`src/rtl/mat_mult_pkg.sv`:
```
// Shared types and constants for the 3x3 byte-element matrix multiplier and its controller.
package mat_mult_pkg;
    localparam int ELEM_W = 8;
    localparam int DIM    = 3;
    localparam int N_ELEM = DIM * DIM;
    localparam int MAT_W  = N_ELEM * ELEM_W;

    typedef logic [ELEM_W-1:0] elem_t;
    typedef logic [MAT_W-1:0]  mat_t;

    typedef enum logic [1:0] {
        LOAD_A = 2'd0,
        LOAD_B = 2'd1,
        WAIT   = 2'd2,
        DRAIN  = 2'd3
    } state_t;

    // Row-major element k sits at bits [71-8k -: 8], so its lsb is 64-8k.
    function automatic logic [6:0] elem_lsb(input logic [3:0] k);
        return 7'(MAT_W - ELEM_W - ELEM_W * int'(k));
    endfunction
endpackage

```
`src/rtl/mat_elem_reg.sv`:
```
// 72-bit operand register written one row-major byte element at a time.
module mat_elem_reg
    import mat_mult_pkg::*;
(
    input  logic       clk,
    input  logic       rst_n,
    input  logic       wr_en,
    input  logic [3:0] idx,
    input  elem_t      data,
    output mat_t       q
);
    always_ff @(posedge clk or negedge rst_n) begin
        if (!rst_n) begin
            q <= '0;
        end else if (wr_en && idx < 4'(N_ELEM)) begin
            q[elem_lsb(idx) +: ELEM_W] <= data;
        end
    end
endmodule

```
`src/rtl/mat_mult.sv`:
```
// Combinational 3x3 matrix multiply, 8-bit elements, each result truncated mod 256.
module mat_mult
    import mat_mult_pkg::*;
(
    input  logic [MAT_W-1:0] A,
    input  logic [MAT_W-1:0] B,
    output logic [MAT_W-1:0] Res
);
    for (genvar i = 0; i < DIM; i++) begin : g_row
        for (genvar j = 0; j < DIM; j++) begin : g_col
            elem_t a0, a1, a2, b0, b1, b2;
            assign a0 = A[MAT_W-1-ELEM_W*(i*DIM+0) -: ELEM_W];
            assign a1 = A[MAT_W-1-ELEM_W*(i*DIM+1) -: ELEM_W];
            assign a2 = A[MAT_W-1-ELEM_W*(i*DIM+2) -: ELEM_W];
            assign b0 = B[MAT_W-1-ELEM_W*(0*DIM+j) -: ELEM_W];
            assign b1 = B[MAT_W-1-ELEM_W*(1*DIM+j) -: ELEM_W];
            assign b2 = B[MAT_W-1-ELEM_W*(2*DIM+j) -: ELEM_W];
            // 8-bit assignment context drops the carries: mod-256 by construction.
            assign Res[MAT_W-1-ELEM_W*(i*DIM+j) -: ELEM_W] = a0 * b0 + a1 * b1 + a2 * b2;
        end
    end
endmodule

```
`src/rtl/mat_mult_seq_ctrl.sv`:
```
// Streams A then B in as bytes, lets mat_mult settle, captures the product and streams it out.
module mat_mult_seq_ctrl
    import mat_mult_pkg::*;
#(
    parameter int COMPUTE_LAT = 1
) (
    input  logic       clk,
    input  logic       rst_n,
    input  logic       clear,
    input  logic       in_valid,
    output logic       in_ready,
    input  logic [7:0] in_data,
    output logic       out_valid,
    input  logic       out_ready,
    output logic [7:0] out_data,
    output logic       out_last,
    output logic       busy,
    output logic       done
);
    localparam logic [3:0] LAST_IDX = 4'(N_ELEM - 1);
    localparam logic [3:0] WAIT_END = 4'(COMPUTE_LAT - 1);

    state_t     state;
    logic [3:0] elem_cnt;
    logic [3:0] elem_nxt;
    logic [3:0] wait_cnt;
    mat_t       a_q, b_q, res, res_q;
    logic       in_hs, out_hs, wr_a, wr_b;

    assign elem_nxt = elem_cnt + 4'd1;
    assign in_hs    = in_valid && in_ready && !clear;
    assign out_hs   = out_valid && out_ready && !clear;
    assign wr_a     = in_hs && (state == LOAD_A);
    assign wr_b     = in_hs && (state == LOAD_B);

    mat_elem_reg u_a_reg (
        .clk   (clk),
        .rst_n (rst_n),
        .wr_en (wr_a),
        .idx   (elem_cnt),
        .data  (in_data),
        .q     (a_q)
    );

    mat_elem_reg u_b_reg (
        .clk   (clk),
        .rst_n (rst_n),
        .wr_en (wr_b),
        .idx   (elem_cnt),
        .data  (in_data),
        .q     (b_q)
    );

    mat_mult u_mult (
        .A   (a_q),
        .B   (b_q),
        .Res (res)
    );

    always_ff @(posedge clk or negedge rst_n) begin
        if (!rst_n) begin
            state     <= LOAD_A;
            elem_cnt  <= '0;
            wait_cnt  <= '0;
            res_q     <= '0;
            in_ready  <= 1'b0;
            out_valid <= 1'b0;
            out_data  <= '0;
            out_last  <= 1'b0;
            busy      <= 1'b0;
            done      <= 1'b0;
        end else begin
            done <= 1'b0;
            if (clear) begin
                state     <= LOAD_A;
                elem_cnt  <= '0;
                wait_cnt  <= '0;
                in_ready  <= 1'b1;
                out_valid <= 1'b0;
                out_last  <= 1'b0;
                busy      <= 1'b0;
            end else begin
                case (state)
                    LOAD_A: begin
                        in_ready <= 1'b1;
                        if (in_hs) begin
                            if (elem_cnt == LAST_IDX) begin
                                elem_cnt <= '0;
                                state    <= LOAD_B;
                            end else begin
                                elem_cnt <= elem_nxt;
                            end
                        end
                    end
                    LOAD_B: begin
                        if (in_hs) begin
                            if (elem_cnt == LAST_IDX) begin
                                elem_cnt <= '0;
                                wait_cnt <= '0;
                                in_ready <= 1'b0;
                                busy     <= 1'b1;
                                state    <= WAIT;
                            end else begin
                                elem_cnt <= elem_nxt;
                            end
                        end
                    end
                    WAIT: begin
                        // Operand registers are frozen here, so res is stable by the capture cycle.
                        if (wait_cnt == WAIT_END) begin
                            res_q     <= res;
                            elem_cnt  <= '0;
                            out_valid <= 1'b1;
                            out_data  <= res[elem_lsb(4'd0) +: ELEM_W];
                            out_last  <= 1'b0;
                            state     <= DRAIN;
                        end else begin
                            wait_cnt <= wait_cnt + 4'd1;
                        end
                    end
                    DRAIN: begin
                        if (out_hs) begin
                            if (elem_cnt == LAST_IDX) begin
                                elem_cnt  <= '0;
                                out_valid <= 1'b0;
                                out_last  <= 1'b0;
                                busy      <= 1'b0;
                                in_ready  <= 1'b1;
                                done      <= 1'b1;
                                state     <= LOAD_A;
                            end else begin
                                elem_cnt <= elem_nxt;
                                out_data <= res_q[elem_lsb(elem_nxt) +: ELEM_W];
                                out_last <= (elem_nxt == LAST_IDX);
                            end
                        end
                    end
                    default: begin
                        state     <= LOAD_A;
                        elem_cnt  <= '0;
                        wait_cnt  <= '0;
                        in_ready  <= 1'b1;
                        out_valid <= 1'b0;
                        out_last  <= 1'b0;
                        busy      <= 1'b0;
                    end
                endcase
            end
        end
    end
endmodule
```
`config.mk`:
```
export PLATFORM = sky130hd
export DESIGN_NAME = mat_mult_seq_ctrl
export DESIGN_NICKNAME = d
export VERILOG_FILES = /design/src/rtl/mat_mult_pkg.sv /design/src/rtl/mat_elem_reg.sv /design/src/rtl/mat_mult.sv /design/src/rtl/mat_mult_seq_ctrl.sv
export SDC_FILE = /design/constraint.sdc
export NUM_CORES = 2
export LEC_CHECK = 0
export BUFFER_PORTS_ARGS = -buffer_cell sky130_fd_sc_hd__buf_4
export CORE_MARGIN = 1
export CORE_UTILIZATION = 60
export CTS_CLUSTER_SIZE = 8
export DETAILED_ROUTE_END_ITERATION = 12
export GPL_TIMING_DRIVEN = 0
export PLACE_DENSITY_LB_ADDON = 0.25
export SLEW_MARGIN = 20
export SYNTH_ARGS = -nofsm -noshare
export SYNTH_HDL_FRONTEND = slang
export SYNTH_HIERARCHICAL = 1
export SYNTH_SLANG_ARGS = --single-unit
```
`constraint.sdc`:
```
create_clock -name clk -period 18.1 [get_ports clk]
set_input_delay 1.81 -clock clk [delete_from_list [all_inputs] [get_ports clk]]
set_output_delay 1.81 -clock clk [all_outputs]
set_load 0.01 [all_outputs]
```
==> flow_summary.ini <==
[logic_synthesis]
synth_seq_cells = 239
synth-simple-area-share_pct = 16.4
synthCells = 4168
synthesis.area_um2 = 38300
synth_top_family_by_area = adder cells
avgSynthCellArea_um2 = 9.18
syn_nets = 5116
synth_top_area_share_pct = 24.5
ys_seq_area_share_pct = 15.6
synth-async-reset-ratio_pct = 100
synth_xor_area_share_pct = 10.3
synth.mux.area_fraction_pct = 5.12
synth_top_cell_by_area = fa_1
yosysWarnings = 6
ys.flop_type = dfrtp_1
synth_top_cells_by_area = fa_1, dfrtp_1, ha_1
yosysMostFrequentCell = inv_1
netlist_top_cells_count = inv_1, nand2_1, fa_1
synth_fa_ha_area_share_pct = 39.8
synth_compound_area_share_pct = 3.10
synth_cell_types = 72
synth_edf_count = 0

[floorplanning]
rows = 92
io_pins = 26
fp.dieW_um = 255
start_util_pct = 60.6
die-area_um2 = 64800
die_h_um = 255
core_um2 = 63100

[routing]
wl_met2_um = 53800
vias = 29900
highest_layer = met5
ant_nets = 0
drc = 0
drt-total-wl_um = 133000
wl_met3_um = 18500
dr.first_iter.drc_count = 3722
first_pass_iters = 8
via_per_inst = 5.87
wl_per_cell_um = 26.1
met1Wirelength_um = 49400

[worst_setup_path]
critPathTopFamily = adder cells
cp.buffers_inverters = 5
crit_required_ps = 18580
worstPathArrival_ps = 8890
cp_max_fo = 10
crit_path_frequent_cell = fa_1
path_cells = buf_2 > clkbuf_1 > nand2_1 > fa_1 > fa_1 > fa_1 > inv_1 > fa_1 > fa_1 > fa_1 > inv_1 > fa_1 > inv_1 > ha_1 > a21o_1 > a21oi_1 > xnor2_1 > xnor2_1 > xnor2_1 > mux2_2
cpPeakStageDelay_ps = 920
cp-end-kind = flip-flop
critical_path_class = reg -> reg
worstRegToRegCells = 20
cp_num_cells = 20
slowest_stage = clkbuf_1
start_kind = flip-flop

[timing]
finalSetupViolations = 0
hold_viol = 0
fin_crit_sh_pct = 46.5
slew_headroom_pct = 12.4
max_freq_ghz = 0.119
drv_slew = 0
rsz0062_at_grt = false
worst_slack_ps = 9690
fin_worst_skew_ps = 30.8
fin_tns_setup_ps = 0
worst_pin_slew_ps = 1310
holdWs_ps = 483
post-route-min-period_ps = 8410

[global_route]
grt_pass1_wl_um = 195000
antenna_found_initial = 12
grt_overflow = 0
track_usage_pct = 42.3
grt_pass1_vias = 30400
grt_max_degree = 95

[clocking]
clkTransAtPathRegs_ps = 50
htreeDepth = 2
cts_sinks = 239
root_buffer = clkbuf_16
cts_hold_buf = 0
clock_path_buffers = 3
cts_resized = 0
post_cts_buffers = 0
clock_latency_ps = 570
cts_buffers = 36
cts_tree = built

[placed_design]
pre_cts_ws_ps = 10010
io_buffers = 25
hpwl_um = 100000
globalplace.congestion = 1.04

[layout]
multiInputGateArea_um2 = 28600
final_util_pct = 64.4
fin_nets = 5183
area.sequential_um2 = 5980
area_growth_pct = 6.18
num-fill-cells = 5365
drive_gt1_share_pct = 6.84

[min_path]
holdCritPathClass = reg -> reg
holdPathStages = 2

[job]
maxCapViolations = 0

[run_status]
status = finished, final reports clean
-- path summary, 6_finish.rpt --
check	end	start	slack (ps)
worst max-delay path	res_q[39]	u_b_reg/q[57]	9690
worst min-delay path	u_a_reg/q[18]	u_a_reg/q[18]	480
worst max register to register	res_q[39]	u_b_reg/q[57]	9690
worst min register to register	u_a_reg/q[18]	u_a_reg/q[18]	480
max in group asynchronous	u_a_reg/q[34]	rst_n	15550
min in group asynchronous	wait_cnt[3]	rst_n	1220
-- metrics by stage --
| step | cell area (um^2) | std cells |
|---|---|---|
| after floorplan | 38300 | 4168 |
| after global placement | 39500 | 5039 |
| after detailed placement | 39600 | 5042 |
| after CTS | 40600 | 5084 |
| after global routing | 40600 | 5088 |
| final | 40600 | 5092 |
-- area by class of cell --
type                            count  area share, %
Multi-Input combinational cell   2973           70.3
Sequential cell                   239           14.7
Inverter                          754           6.97
Tap cell                          846           2.61
Clock buffer                       37           2.23
Buffer                            202           2.21
Timing Repair Buffer               29          0.662
Clock inverter                      5          0.219
Antenna cell                        7         0.0431
-- state kept, by name, indices dropped and copies added, names as in the netlist --
signal / count
u_a_reg/q: 72
busy: 1
out_data: 8
state: 2
done: 1
u_b_reg/q: 72
out_valid: 1
in_ready: 1
wait_cnt: 4
res_q: 72
out_last: 1
elem_cnt: 4
-- cell families after synthesis --
| kind of cell | Yosys count |
|---|---|
| simple gates | 1269 |
| buf+inv | 956 |
| fa+ha+maj | 935 |
| xor+xnor | 430 |
| flops | 239 |
| compound gates | 177 |
| mux | 162 |
-- cell usage in the layout, fill, tap and decap left out, types with 4 or more instances in the layout --
master	instances
nand2_1	661
o221ai_1	6
clkbuf_2	13
a31oi_1	11
diode_2	7
nor3b_2	5
buf_4	35
clkbuf_1	128
mux2_2	105
xnor3_1	9
dfrtp_1	238
xnor2_1	362
mux4_2	16
nor2_1	35
buf_1	13
nor2b_1	8
buf_2	33
mux2i_1	40
o21ai_0	67
o21ai_1	7
and3_1	8
xnor2_2	4
ha_1	467
clkbuf_16	36
nand3_1	35
a21oi_1	22
inv_1	753
nand2b_1	9
and2_1	466
a21o_1	18
o211ai_1	9
or2_2	5
buf_6	7
a32o_1	15
xor2_1	54
nor3_1	9
fa_1	468
-- routing by layer --
layer / track usage (%) / vias up
li1: - / 12800
met1: 53.0 / 14600
met2: 60.1 / 1947
met3: 16.5 / 521
met4: 29.2 / 10
met5: 0 / -
-- tightest hold or removal path, stage by stage (launching register included) --
cell and delay [ps]:
dfrtp_1 330, nand2_1 50, o21ai_0 60
Power is not shown: default switching activity piles up to over one toggle a cycle in this logic, so the estimate is an artifact.
